### config.mk
export PLATFORM = sky130hd
export DESIGN_NAME = vga_scan_ctrl
export DESIGN_NICKNAME = d
export VERILOG_FILES = /design/src/rtl/vga_pkg.sv /design/src/rtl/vga_sync_gen.sv /design/src/rtl/vga_scan_ctrl.sv
export SDC_FILE = /design/constraint.sdc
export NUM_CORES = 1
export LEC_CHECK = 0
export CORE_MARGIN = 8
export CORE_UTILIZATION = 55
export DETAILED_ROUTE_END_ITERATION = 8
export DONT_BUFFER_PORTS = 1
export GPL_ROUTABILITY_DRIVEN = 0
export PLACE_DENSITY = 0.7
export SETUP_SLACK_MARGIN = 0.5
export SLEW_MARGIN = 20
export SYNTH_ARGS = -nofsm -noshare
export SYNTH_HDL_FRONTEND = slang
export SYNTH_SLANG_ARGS = --single-unit
export TNS_END_PERCENT = 10
### constraint.sdc
create_clock -name i_clk -period 3.5 [get_ports i_clk]
set_input_delay 0.875 -clock i_clk [delete_from_list [all_inputs] [get_ports i_clk]]
set_output_delay 0.875 -clock i_clk [all_outputs]
set_load 0.005 [all_outputs]
### src/rtl/vga_pkg.sv
// Shared VGA 640x480@60 timing defaults and the stage-0 decode bundle.
package vga_pkg;

    localparam int unsigned VGA_H_ACTIVE = 640;
    localparam int unsigned VGA_H_FP     = 16;
    localparam int unsigned VGA_H_SYNC   = 96;
    localparam int unsigned VGA_H_BP     = 48;
    localparam int unsigned VGA_H_TOTAL  = VGA_H_ACTIVE + VGA_H_FP + VGA_H_SYNC + VGA_H_BP;

    localparam int unsigned VGA_V_ACTIVE = 480;
    localparam int unsigned VGA_V_FP     = 10;
    localparam int unsigned VGA_V_SYNC   = 2;
    localparam int unsigned VGA_V_BP     = 33;
    localparam int unsigned VGA_V_TOTAL  = VGA_V_ACTIVE + VGA_V_FP + VGA_V_SYNC + VGA_V_BP;

    // Stage-0 decode of the scan position, consumed by the output register stage.
    typedef struct packed {
        logic [9:0] x;
        logic [8:0] y;
        logic       active;
        logic       hs_n;
        logic       vs_n;
        logic       frame_first;
        logic       vblank_first;
    } sync_t;

endpackage

### src/rtl/vga_sync_gen.sv
// Horizontal/vertical scan counters with combinational sync, active and marker decode.
module vga_sync_gen
    import vga_pkg::*;
#(
    parameter int unsigned H_ACTIVE = VGA_H_ACTIVE,
    parameter int unsigned H_FP     = VGA_H_FP,
    parameter int unsigned H_SYNC   = VGA_H_SYNC,
    parameter int unsigned H_BP     = VGA_H_BP,
    parameter int unsigned V_ACTIVE = VGA_V_ACTIVE,
    parameter int unsigned V_FP     = VGA_V_FP,
    parameter int unsigned V_SYNC   = VGA_V_SYNC,
    parameter int unsigned V_BP     = VGA_V_BP
) (
    input  logic  i_clk,
    input  logic  i_rst_n,
    output sync_t o_sync
);

    localparam int unsigned H_TOTAL = H_ACTIVE + H_FP + H_SYNC + H_BP;
    localparam int unsigned V_TOTAL = V_ACTIVE + V_FP + V_SYNC + V_BP;

    localparam logic [9:0] H_LAST   = 10'(H_TOTAL - 1);
    localparam logic [9:0] H_ACT    = 10'(H_ACTIVE);
    localparam logic [9:0] HS_BEGIN = 10'(H_ACTIVE + H_FP);
    localparam logic [9:0] HS_END   = 10'(H_ACTIVE + H_FP + H_SYNC);
    localparam logic [9:0] V_LAST   = 10'(V_TOTAL - 1);
    localparam logic [9:0] V_ACT    = 10'(V_ACTIVE);
    localparam logic [9:0] VS_BEGIN = 10'(V_ACTIVE + V_FP);
    localparam logic [9:0] VS_END   = 10'(V_ACTIVE + V_FP + V_SYNC);

    logic [9:0] h_cnt_q, h_cnt_d;
    logic [9:0] v_cnt_q, v_cnt_d;

    // Next scan position: h steps every clock, v steps when h wraps.
    always_comb begin
        h_cnt_d = h_cnt_q + 10'd1;
        v_cnt_d = v_cnt_q;
        if (h_cnt_q == H_LAST) begin
            h_cnt_d = '0;
            v_cnt_d = (v_cnt_q == V_LAST) ? '0 : v_cnt_q + 10'd1;
        end
    end

    // Counter registers, cleared by synchronous reset so a new frame starts at (0,0).
    always_ff @(posedge i_clk) begin
        if (!i_rst_n) begin
            h_cnt_q <= '0;
            v_cnt_q <= '0;
        end else begin
            h_cnt_q <= h_cnt_d;
            v_cnt_q <= v_cnt_d;
        end
    end

    // Stage-0 decode of the current position.
    always_comb begin
        o_sync              = '0;
        o_sync.active       = (h_cnt_q < H_ACT) && (v_cnt_q < V_ACT);
        o_sync.hs_n         = !((h_cnt_q >= HS_BEGIN) && (h_cnt_q < HS_END));
        o_sync.vs_n         = !((v_cnt_q >= VS_BEGIN) && (v_cnt_q < VS_END));
        o_sync.frame_first  = (h_cnt_q == '0) && (v_cnt_q == '0);
        o_sync.vblank_first = (h_cnt_q == '0) && (v_cnt_q == V_ACT);
        if (o_sync.active) begin
            o_sync.x = h_cnt_q;
            o_sync.y = v_cnt_q[8:0];
        end
    end

endmodule

### src/rtl/vga_scan_ctrl.sv
// VGA scan controller: requests pixels by (o_x,o_y) and drives a DAC one clock later.
module vga_scan_ctrl
    import vga_pkg::*;
#(
    parameter int unsigned H_ACTIVE = VGA_H_ACTIVE,
    parameter int unsigned H_FP     = VGA_H_FP,
    parameter int unsigned H_SYNC   = VGA_H_SYNC,
    parameter int unsigned H_BP     = VGA_H_BP,
    parameter int unsigned V_ACTIVE = VGA_V_ACTIVE,
    parameter int unsigned V_FP     = VGA_V_FP,
    parameter int unsigned V_SYNC   = VGA_V_SYNC,
    parameter int unsigned V_BP     = VGA_V_BP
) (
    input  logic        i_clk,
    input  logic        i_rst_n,
    output logic [9:0]  o_x,
    output logic [8:0]  o_y,
    input  logic [23:0] i_rgb,
    output logic [7:0]  o_vga_r,
    output logic [7:0]  o_vga_g,
    output logic [7:0]  o_vga_b,
    output logic        o_vga_hs,
    output logic        o_vga_vs,
    output logic        o_vga_blank_n,
    output logic        o_vga_sync_n,
    output logic        o_frame_start,
    output logic        o_vblank_start,
    output logic [7:0]  o_frame_cnt
);

    sync_t s0;

    vga_sync_gen #(
        .H_ACTIVE (H_ACTIVE),
        .H_FP     (H_FP),
        .H_SYNC   (H_SYNC),
        .H_BP     (H_BP),
        .V_ACTIVE (V_ACTIVE),
        .V_FP     (V_FP),
        .V_SYNC   (V_SYNC),
        .V_BP     (V_BP)
    ) u_sync (
        .i_clk   (i_clk),
        .i_rst_n (i_rst_n),
        .o_sync  (s0)
    );

    assign o_x = s0.x;
    assign o_y = s0.y;

    logic [23:0] rgb_q, rgb_d;
    logic        hs_q, hs_d;
    logic        vs_q, vs_d;
    logic        blank_n_q, blank_n_d;
    logic        frame_start_q, frame_start_d;
    logic        vblank_start_q, vblank_start_d;
    logic [7:0]  frame_cnt_q, frame_cnt_d;

    // Output stage inputs: colour gated by active area, frame count steps with the frame pulse.
    always_comb begin
        rgb_d          = s0.active ? i_rgb : '0;
        hs_d           = s0.hs_n;
        vs_d           = s0.vs_n;
        blank_n_d      = s0.active;
        frame_start_d  = s0.frame_first;
        vblank_start_d = s0.vblank_first;
        frame_cnt_d    = frame_cnt_q + (s0.frame_first ? 8'd1 : 8'd0);
    end

    // Single output register stage so colour, syncs, blank and pulses stay aligned.
    always_ff @(posedge i_clk) begin
        if (!i_rst_n) begin
            rgb_q          <= '0;
            hs_q           <= 1'b1;
            vs_q           <= 1'b1;
            blank_n_q      <= 1'b0;
            frame_start_q  <= 1'b0;
            vblank_start_q <= 1'b0;
            frame_cnt_q    <= '0;
        end else begin
            rgb_q          <= rgb_d;
            hs_q           <= hs_d;
            vs_q           <= vs_d;
            blank_n_q      <= blank_n_d;
            frame_start_q  <= frame_start_d;
            vblank_start_q <= vblank_start_d;
            frame_cnt_q    <= frame_cnt_d;
        end
    end

    assign o_vga_r        = rgb_q[23:16];
    assign o_vga_g        = rgb_q[15:8];
    assign o_vga_b        = rgb_q[7:0];
    assign o_vga_hs       = hs_q;
    assign o_vga_vs       = vs_q;
    assign o_vga_blank_n  = blank_n_q;
    assign o_vga_sync_n   = 1'b0;
    assign o_frame_start  = frame_start_q;
    assign o_vblank_start = vblank_start_q;
    assign o_frame_cnt    = frame_cnt_q;

endmodule

# Yosys cells after proc, flatten, opt, wreduce, memory -nomap -nowiden
# Index checks and enable logic that the tools add are counted.
dict set report classes {
  n_reduce_logical 11
  shifts 0
  muxes 3
  eq_ne 3
  bitwise 1
  div 0
  multipliers 0
  n_addsub 3
  n_lt_le_gt_ge 6
}
# cell n
set ops {}
lappend ops {{adder 10 x 1 -> 10 bit (second input constant)} 2}
lappend ops {{equality test 10 bit (second input constant)} 2}
lappend ops {{logical NOT 10 bit} 2}
lappend ops {{< comparator 10 bit (second input constant)} 2}
lappend ops {{< comparator 10 x 9 -> 1 bit (second input constant)} 2}
lappend ops {{two-way mux 19 bit} 1}
lappend ops {{equality test 10 x 9 -> 1 bit (second input constant)} 1}
lappend ops {{>= comparator 10 bit (second input constant)} 1}
lappend ops {{>= comparator 10 x 9 -> 1 bit (second input constant)} 1}
lappend ops {{two-way mux 10 bit} 1}
lappend ops {{adder 8 x 1 -> 8 bit} 1}
lappend ops {{logical AND 1 bit} 5}
lappend ops {{logical NOT 1 bit} 2}
lappend ops {{AND reduction 2 bit} 1}
lappend ops {{OR reduction 2 bit} 1}
lappend ops {{two-way mux 1 bit} 1}
lappend ops {{NOT 1 bit} 1}
dict set report word_totals {
  mem_count 0
  mem_bits_ro 0
  latch_bits 0
  mem_bits_rw 0
  reg_bits 57
  inputBits 26
}

# Logic depth before layout (Yosys ltp)
# Gate-level depths: netlist of the first run.
dict set report depth {
  ltp_word 4
  depth_mapped 10
  depth_no_buf 10
}

# Hierarchy
# Synthesis of the first run repeated with hierarchy kept, for this count alone.
dict set report unflattened {
  cells_unflattened 240
  hier_area_um2 2285.9
}
# module n_inst seq_area_each_um2 cells_per_inst area_per_inst_um2
set by_module_without_submodules {}
lappend by_module_without_submodules {vga_sync_gen 1 400.4 141 1153.6}
lappend by_module_without_submodules {vga_scan_ctrl 1 740.7 99 1132.3}

# Least setup slack after synthesis of the first run
# Ideal clock, no wire load.
dict set report synth_timing {
  path_kind {register to output}
  start {register u_sync.v_cnt_q[5]}
  end {output port o_x[5]}
  arrival_time_ps 1279
  setup_slack_ps 1346
  n_path_buf 2
  stages_incl_launch_ff 7
  cell_sequence {dfxtp_1 nand4_1 nand2_1 nor2_1 clkbuf_1 and2_2 buf_4}
}
# element line
set synth_lines {}
lappend synth_lines {{from (decl)} vga_sync_gen.sv:32} ;# logic [9:0] v_cnt_q, v_cnt_d;
lappend synth_lines {{from (signal assigned)} vga_sync_gen.sv:51} ;# v_cnt_q <= v_cnt_d;
lappend synth_lines {{to (decl)} vga_scan_ctrl.sv:16} ;# output logic [9:0] o_x,

# Worst setup path after layout of the first run
dict set report layout_timing {
  start {register u_sync.h_cnt_q[7]}
  end {output port o_x[5]}
}
dict set report layout_via {
  elab_chain_cells 3
}
# element line
set layout_rtl {}
lappend layout_rtl {{from (decl)} vga_sync_gen.sv:31} ;# logic [9:0] h_cnt_q, h_cnt_d;
lappend layout_rtl {{from (signal assigned)} vga_sync_gen.sv:50} ;# h_cnt_q <= h_cnt_d;
lappend layout_rtl {{< comparator 10 bit} vga_sync_gen.sv:58} ;# o_sync.active = (h_cnt_q < H_ACT) && (v_cnt_q < V_ACT);
lappend layout_rtl {{logical AND 1 bit} vga_sync_gen.sv:58}
lappend layout_rtl {{two-way mux 19 bit} vga_sync_gen.sv:63} ;# if (o_sync.active) begin
# Every way passes these cells.

==> impl_metrics.yaml, run 1 <==
floorplan:
  die_width_um: 82.96
  core_area_sq_um: 4324
  die_y_um: 82.96
  placementRows: 24
  start_util_pct: 57.03
  io_pins: 83
  dieArea_sq_um: 6882
yosys:
  postSynthCellCount: 257
  ys.flop_type: "dfxtp_1"
  synth_top_area_cell: "dfxtp_1"
  syn_area_sq_um: 2466
  synthMostInstantiatedCell: "dfxtp_1"
  ys_ff_latch: 57
  syn_nets: 289
  syn_avg_cell_area_sq_um: 9.596
  synth_common_cells: "dfxtp_1 (57), and2_1 (50), buf_4 (20)"
  synth.top_cell.area_share_pct: 46.27
  synth_edf_count: 0
  ys_top_cells_by_area: "dfxtp_1 (46%), and2_1 (13%), buf_4 (6.1%)"
  seq_area_frac_synth_pct: 46.27
  synth_warnings: 0
  synthArstFlopShare_pct: 0
  ys_types: 41
route:
  post_drt_wl_per_cell_um: 16.32
  postRouteAntennaNets: 0
  drc: 0
  drtPass1Iterations: 4
  vias: 1609
  route.met3.wl_um: 740
  drtIter0Drc: 111
  highest_layer: "met4"
  wl_met1_mm: 1.935
  vias_per_cell: 5.473
  wl_mm: 4.799
  wl_met2_mm: 2.083
clocking:
  cts_hold_buf: 0
  insertion_delay_ns: 0.32
  cts_buffer_depth: 2
  h-tree-depth: 3
  post_cts_buffers: 0
  clkTransAtPathRegs_ns: 0.06
  cts_buffers: 9
  cts_resized: 0
  clock-root-buffer: "clkbuf_8"
  cts.sinks: 57
  cts_tree: "yes"
worst_hold_path:
  hold_start: "u_sync.h_cnt_q[0]"
  holdCritPathClass: "reg -> reg"
  holdPathEnd: "u_sync.h_cnt_q[0]"
  min_path_cells: 1
sta:
  finalCritPeriodShare_pct: 73.61
  slew_violations: 0
  relSlewSlack_pct: 57.55
  finalClockSkew_ns: 0.007045
  fin_setup_tns_ns: 0
  fin_crit_ns: 2.576
  fmax_mhz: 388.2
  setup_viol: 0
  rsz0062_at_grt: "false"
  worst_slew_pin_slew_ns: 0.6361
  finalHoldViolations: 0
place:
  numPlacedInstances: 279
  hpwl_mm: 3.567
  io_buffers: 0
setup_path:
  r2r_end: "o_frame_cnt[4]"
  r2r-start: "u_sync.v_cnt_q[0]"
  reg2reg_depth: 10
  crit_family: "simple AND/OR/NAND/NOR gates"
  cp_num_buf_inv: 0
  crit_fanout: 15
  cp_slowest_stage_delay_ns: 0.39
  path_cells: "o21ai_0 > nand2_1 > nor2_2 > and2_2"
  cp-end-kind: "output port"
  crit_type: "reg -> out"
  cp_slowest_cell: "nor2_2"
  critPathRequiredTime_ns: 2.62
  critPathLaunchType: "flop"
  worstPathArrival_ns: 1.70
  r2r_slack_ns: 1.00
finish:
  num-fill-cells: 397
  drive_gt1_share_pct: 9.091
  area_growth_pct: 0.5582
  antenna_cells: 0
  fin_cells: 294
  final_nets: 270
grt:
  grt_max_degree: 26
  antenna_found_initial: 0
  grtUsageTotal_pct: 13.72
  grt-ovfl-total: 0
  grt_pass1_vias: 1624
  grt_pass1_wl_mm: 7.728
flow_run:
  drv_cap: 0
power_and_ir_drop:
  power.density_nw_per_um2: 499.9
  ir_drop_v: 0.0003211
  total_leakage_power_nw: 0.9518
outcome:
  status: "finished, final reports clean"
## sequential cells by signal (all words and copies together) (netlist names)
register	cells
rgb_q	24
u_sync.h_cnt_q	10
u_sync.v_cnt_q	10
o_frame_cnt	8
o_frame_start	1
o_vblank_start	1
o_vga_blank_n	1
o_vga_hs	1
o_vga_vs	1
## cells in the final DEF, fill, tap and decap left out, types with 4 or more instances in the layout
cell type  instances
nand4_1            4
and2_1            50
or4_1              4
a21oi_1            5
nand2_1           12
clkbuf_8          10
dfxtp_1           57
xor2_1             7
nor4_1             4
nand3_1           14
inv_1              4
nor2_1             7
nor3_1             5
ha_1               6
xnor2_1            9
## worst max-delay path by stage
stage | start | end | slack [ns] | cells past startpoint
final | u_sync.h_cnt_q[7] | o_x[5] | 0.92 | 4
after global routing | u_sync.h_cnt_q[7] | o_x[5] | 0.71 | 4
after CTS | u_sync.v_cnt_q[5] | o_x[5] | 0.64 | 4
after detailed placement | u_sync.v_cnt_q[5] | o_x[5] | 1.0 | 4
after global placement | u_sync.v_cnt_q[0] | o_frame_cnt[4] | 0.95 | 10
after floorplan | u_sync.v_cnt_q[5] | o_x[5] | 1.35 | 6
## final cells by class
cell class	count	area (sq um)	area share, %
Sequential cell	57	1141	46.01
Clock inverter	3	17.52	0.7064
Tap cell	52	65.06	2.624
Multi-Input combinational cell	165	1091	44.00
Inverter	5	20.02	0.8073
Clock buffer	12	145.1	5.853
## layer usage
layer  global-route usage, %  up-vias
met5                       0        -
met4                   6.709        0
met3                   10.74        5
met2                   19.59       71
met1                   14.29      731
li1                        -      802
## per-stage QoR
stage	hold slack, ns	setup slack (ns)	cell area, sq um	utilization [%]	total power (W)
floorplan	0.4377	1.346	2466	-	0.0007441
global placement	0.4550	0.9465	2312	53.47	0.0007492
detailed placement	0.4774	0.9963	2312	53.47	0.0007504
CTS	0.4898	0.6413	2475	57.23	0.001254
global route	0.5142	0.7141	2480	57.35	0.001297
finish	0.4840	0.9238	2480	57.35	0.001240
## power breakdown
group | leakage [nW] | switching (W) | internal [W]
Clock | 0.0822 | 0.000237 | 0.000270
Sequential | 0.468 | 0.0000191 | 0.000674
Combinational | 0.402 | 0.0000206 | 0.0000201
Total | 0.952 | 0.000276 | 0.000964
## logic make-up after synthesis
| kind of cell | Yosys count | share of synthesized area (%) |
|---|---|---|
| and+or+nand+nor | 125 | 30.44 |
| DFF | 57 | 46.27 |
| buffers and inverters | 35 | 9.690 |
| AOI/OAI and AO/OA | 17 | 4.719 |
| xor gates and xnor gates | 16 | 5.683 |
| adders and majority gates | 6 | 3.044 |
| other | 1 | 0.1521 |
(Power assumes the default switching activity.)
==> inputs of run 2 (changes only) <==
==> constraint.sdc (replaced) <==
create_clock -name i_clk -period 2.6 [get_ports i_clk]
set_input_delay 0.65 -clock i_clk [delete_from_list [all_inputs] [get_ports i_clk]]
set_output_delay 0.65 -clock i_clk [all_outputs]
set_load 0.005 [all_outputs]
==> run 2 against run 1 <==
  * Sequential power rose by 35%
  * Non-clock buffer count rose by 9
  * First-iteration DRC count rose by 46%
  * Setup slack got worse by 0.45 ns
  * Clock power rose by 62%
  * Register-to-register slack got worse by 0.52 ns
  * Global-route usage rose by 1.3 points
  * Critical path depth rose by 6
  * Clock-buffer cell count did not move
==> impl_metrics.yaml, run 2 (synthesis gave the netlist of run 1 again) <==
finish:
  largest_reg_flops: 24
  multiInputGateArea_sq_um: 1249
  final_cell_mix: "and2_1 (50), dfxtp_1 (47), nand2_1 (11), nand3_1 (11), clkbuf_8 (11)"
  fin_area_sq_um: 2760
  largest-register: "rgb_q"
  drive_gt1_share_pct: 25.79
  fin_cells: 304
  regArea_sq_um: 1159
  area_growth_pct: 11.92
  antenna_cells: 0
  reg_top3: "rgb_q: 24 flops, u_sync.h_cnt_q: 10 flops, u_sync.v_cnt_q: 10 flops"
  num-fill-cells: 337
  final_nets: 280
  final_common_cell: "and2_1"
sta:
  fin_crit_ns: 2.125
  fmax_mhz: 470.6
  relSlewSlack_pct: 55.20
  setup_viol: 0
  fin_setup_tns_ns: 0
  rsz0062_at_grt: "true"
  slew_violations: 0
  worst_slew_pin_slew_ns: 0.6712
  finalClockSkew_ns: 0.006954
  finalCritPeriodShare_pct: 81.72
  finalHoldViolations: 0
power_and_ir_drop:
  p_int_w: 0.001433
  seqPwrFrac_pct: 50.9
  total_power_w: 0.001834
  switching_share_pct: 21.83
  total_leakage_power_nw: 1.063
  ir_drop_v: 0.0006348
  power.density_nw_per_um2: 664.3
  clock_power_share_pct: 44.8
  power.switching_w: 0.0004002
  p_comb_share_pct: 4.2
route:
  postRouteAntennaNets: 0
  highest_layer: "met4"
  drtPass1Iterations: 4
  wl_met1_mm: 2.273
  vias: 1736
  route.met3.wl_um: 653
  wl_mm: 5.608
  vias_per_cell: 5.711
  drtIter0Drc: 162
  wl_met2_mm: 2.554
  post_drt_wl_per_cell_um: 18.45
  drc: 0
clocking:
  h-tree-depth: 3
  clkTransAtPathRegs_ns: 0.06
  insertion_delay_ns: 0.33
  cts_buffer_depth: 2
  clock-root-buffer: "clkbuf_8"
  cts_tree: "yes"
  cts_hold_buf: 0
  cts_buffers: 9
  cts.sinks: 57
setup_path:
  critPathLaunchType: "flop"
  worstPathArrival_ns: 2.35
  crit_type: "reg -> reg"
  cp_slowest_stage_delay_ns: 0.36
  cp_slowest_cell: "dfxtp_4"
  cp-end-kind: "flop"
  critPathRequiredTime_ns: 2.83
  cp_common_cell: "nand3_2"
  crit_fanout: 3
  path_cells: "inv_4 > ha_4 > nor4b_4 > nand3_2 > nor4_4 > ha_2 > and3_4 > nand3_2 > xnor2_1 > and2_1"
  crit_family: "simple AND/OR/NAND/NOR gates"
  cp_num_buf_inv: 1
grt:
  grt_max_degree: 26
  grtUsageTotal_pct: 15.01
  grt_pass1_vias: 1679
  grt_pass1_wl_mm: 8.217
  antenna_found_initial: 0
  grt-ovfl-total: 0
floorplan:
  start_util_pct: 57.03
  placementRows: 24
  dieArea_sq_um: 6882
  io_pins: 83
  core_area_sq_um: 4324
  die_width_um: 82.96
  die_y_um: 82.96
place:
  io_buffers: 0
  numPlacedInstances: 279
  place_area_sq_um: 2312
  hpwl_mm: 3.709
flow_run:
  drv_cap: 0
outcome:
  status: "finished, final reports clean"
worst_hold_path:
  holdCritPathClass: "in -> reg"
-- run 2: what timing repair did --
| action | CTS | global route |
|---|---|---|
| setup endpoints to repair | 26 | 28 |
| pin swaps | 5 | 12 |
| gates resized for setup | 18 | 29 |
| gates cloned | 1 | 0 |
| endpoints found under the hold margin | 0 | 0 |
| setup buffers | 2 | 7 |
-- run 2: layer usage --
layer	track usage (%)	vias to the layer above
met3	9.570	13
met5	0	-
met2	22.35	84
li1	-	830
met4	8.946	0
met1	15.56	809
-- run 2: area by class of cell --
| class | instances | share of cell area (%) |
|---|---|---|
| clock buffers | 12 | 5.621 |
| clock inverters | 3 | 1.451 |
| inverters | 5 | 0.9066 |
| multi-input cells | 166 | 45.24 |
| flip-flops and latches | 57 | 41.98 |
| well taps | 52 | 2.357 |
| repair buffers | 9 | 2.448 |
-- run 2: final timing paths --
kind	start	to	slack, ns	cells after the start
setup / recovery	u_sync.v_cnt_q[1]	o_frame_cnt[7]	0.48	10
hold / removal	i_rgb[23]	rgb_q[23]	0.44	1
setup reg to reg	u_sync.v_cnt_q[1]	o_frame_cnt[7]	0.48	10
hold reg to reg	u_sync.h_cnt_q[0]	u_sync.h_cnt_q[0]	0.46	1
-- run 2: power by group through the flow --
stage / registers [W] / logic [W] / clock network, W
floorplan: 0.000942 / 0.0000594 / 0
global placement: 0.000953 / 0.0000548 / 0
detailed placement: 0.000953 / 0.0000603 / 0
CTS: 0.000936 / 0.0000701 / 0.000840
global route: 0.000938 / 0.0000869 / 0.000883
finish: 0.000934 / 0.0000776 / 0.000822
-- run 2: metrics by stage --
step,utilization (%),setup slack (ns),hold slack [ns]
floorplan,-,0.5374,0.4377
global placement,53.47,0.3505,0.4615
detailed placement,53.47,0.1490,0.4695
CTS,60.19,0.4743,0.4240
global route,63.83,0.3837,0.4216
finish,63.83,0.4752,0.4389
-- run 2: worst register-to-register path: cells and delay by family (launching register included) --
kind / cells / cell delay [ns]
simple gates: 6 / 1.05
flops: 1 / 0.36
buf+inv: 1 / 0.06
fa+ha+maj: 2 / 0.42
xor+xnor: 1 / 0.13
==> inputs of run 3 (changes only) <==
==> constraint.sdc (replaced) <==
create_clock -name i_clk -period 2.1 [get_ports i_clk]
set_input_delay 0.525 -clock i_clk [delete_from_list [all_inputs] [get_ports i_clk]]
set_output_delay 0.525 -clock i_clk [all_outputs]
set_load 0.005 [all_outputs]
==> run 3 against run 2 <==
  * Combinational power is 27% higher
  * Clock skew decreased by 0.00064 ns
  * Setup slack got worse by 0.35 ns
  * Sequential share of layout area decreased by 3.2 points
  * Global-route usage grew 1.5 points
  * Register-to-register slack got worse by 0.35 ns
  * Critical path type unchanged
  * Largest power group unchanged
==> impl_metrics.yaml, run 3 (synthesis gave the netlist of run 1 again) <==
route:
  wl_mm: 5.715
  drtPass1Iterations: 6
  postRouteAntennaNets: 0
  post_drt_wl_per_cell_um: 17.58
  drc: 0
  drtIter0Drc: 73
  vias_per_cell: 5.477
  vias: 1780
clocking:
  cts.sinks: 57
  h-tree-depth: 3
  clock-root-buffer: "clkbuf_8"
  cts_tree: "yes"
  cts_buffers: 9
  cts_hold_buf: 0
  cts_buffer_depth: 2
  insertion_delay_ns: 0.33
  clkTransAtPathRegs_ns: 0.07
finish:
  largest-register: "rgb_q"
  antenna_cells: 0
  largest_reg_flops: 24
  final_cell_mix: "and2_1 (47), dfxtp_1 (45), buf_4 (26)"
  final_common_cell: "and2_1"
  drive_gt1_share_pct: 35.53
  area_growth_pct: 21.31
  num-fill-cells: 332
  reg_top3: "rgb_q: 24 flops, u_sync.h_cnt_q: 10 flops, u_sync.v_cnt_q: 10 flops"
  final_nets: 300
  regArea_sq_um: 1161
  multiInputGateArea_sq_um: 1290
place:
  preCtsSetupSlack_ns: 0.03865
  io_buffers: 0
  hpwl_mm: 3.856
floorplan:
  core_area_sq_um: 4324
  start_util_pct: 57.03
  dieArea_sq_um: 6882
  die_width_um: 82.96
  die_y_um: 82.96
  placementRows: 24
  io_pins: 83
power_and_ir_drop:
  switching_share_pct: 22.94
  clock_power_share_pct: 47.7
  total_leakage_power_nw: 1.184
  ir_drop_v: 0.0007015
  power.switching_w: 0.0005518
  power.density_nw_per_um2: 804.0
  p_int_w: 0.001854
  seqPwrFrac_pct: 48.2
  p_comb_share_pct: 4.1
grt:
  grt_pass1_vias: 1864
  grtUsageTotal_pct: 16.47
  antenna_found_initial: 0
  grt_pass1_wl_mm: 9.349
  grt-ovfl-total: 0
  grt_max_degree: 26
setup_path:
  cp-end-kind: "flop"
  reg2reg_depth: 7
  critPathRequiredTime_ns: 2.33
  crit_type: "reg -> reg"
  worstPathArrival_ns: 2.20
  crit_fanout: 4
  r2r-start: "u_sync.v_cnt_q[4]"
  critPathLaunchType: "flop"
  r2r_slack_ns: 0.13
  r2r_end: "o_frame_cnt[6]"
worst_hold_path:
  holdPathEnd: "rgb_q[20]"
  min_path_cells: 1
  holdCritPathClass: "in -> reg"
  hold_start: "i_rgb[20]"
sta:
  rsz0062_at_grt: "true"
  fin_setup_tns_ns: 0
  fmax_mhz: 507.2
  setup_ws_ns: 0.1283
  slew_violations: 0
  setup_viol: 0
  finalClockSkew_ns: 0.006314
  fin_crit_ns: 1.972
  finalCritPeriodShare_pct: 93.89
  finalHoldViolations: 0
  hold_slack_ns: 0.3104
flow_run:
  drv_cap: 0
outcome:
  status: "finished, final reports clean"
## run 3: worst max path at each step
| stage | from | end | slack, ns |
|---|---|---|---|
| after floorplan | u_sync.v_cnt_q[4] | o_frame_cnt[7] | 0.16 |
| after global placement | u_sync.h_cnt_q[0] | o_frame_cnt[7] | 0.08 |
| after detailed placement | u_sync.h_cnt_q[0] | o_frame_cnt[7] | 0.04 |
| after CTS | u_sync.v_cnt_q[1] | o_frame_cnt[4] | 0.11 |
| after global routing | u_sync.v_cnt_q[4] | o_frame_cnt[6] | 0.04 |
| final | u_sync.v_cnt_q[4] | o_frame_cnt[6] | 0.13 |
## run 3: power by group through the flow
stage          Combinational, W  Clock [W]  Sequential [W]
2_1_floorplan         0.0000802          0         0.00117
3_3_place_gp          0.0000750          0         0.00118
3_5_place_dp          0.0000796          0         0.00118
4_1_cts               0.0000946    0.00117         0.00116
5_1_grt                0.000114    0.00123         0.00117
6_report              0.0000987    0.00115         0.00116
## run 3: final cells by class
cell class	count	area share (%)
Clock buffer	9	4.141
Clock inverter	7	3.430
Inverter	5	0.6692
Multi-Input combinational cell	166	43.12
Sequential cell	57	38.81
Tap cell	52	2.175
Timing Repair Buffer	29	7.654
## run 3: what timing repair did
action,4_1_cts,5_1_grt
endpoints found under the setup margin,69,69
cloned,1,0
gates resized for setup,39,12
pin swaps,6,8
setup buffers,8,2
## run 3: per-stage QoR
stage / power [W] / cells / utilization (%) / instance area (sq um)
CTS: 0.002425 / 323 / 67.65 / 2925
floorplan: 0.001249 / 257 / - / 2512
global placement: 0.001256 / 298 / 57.84 / 2501
detailed placement: 0.001261 / 298 / 57.84 / 2501
finish: 0.002405 / 325 / 69.18 / 2992
global route: 0.002512 / 325 / 69.18 / 2992
## run 3: worst max-delay path, cell delays in order, from the launching register on
cell,delay (ns)
dfxtp_2,0.32
or4_4,0.56
nor4_4,0.29
ha_4,0.21
ha_4,0.16
nand3_2,0.07
xnor2_1,0.12
and2_1,0.15
## run 3: metal layers
metal | vias to the layer above | share of wire [%] | track usage (%)
li1 | 866 | - | -
met1 | 838 | 39 | 16.96
met2 | 68 | 50 | 27.16
met3 | 8 | 10 | 9.668
met4 | 0 | 0.94 | 5.591
met5 | - | 0 | 0
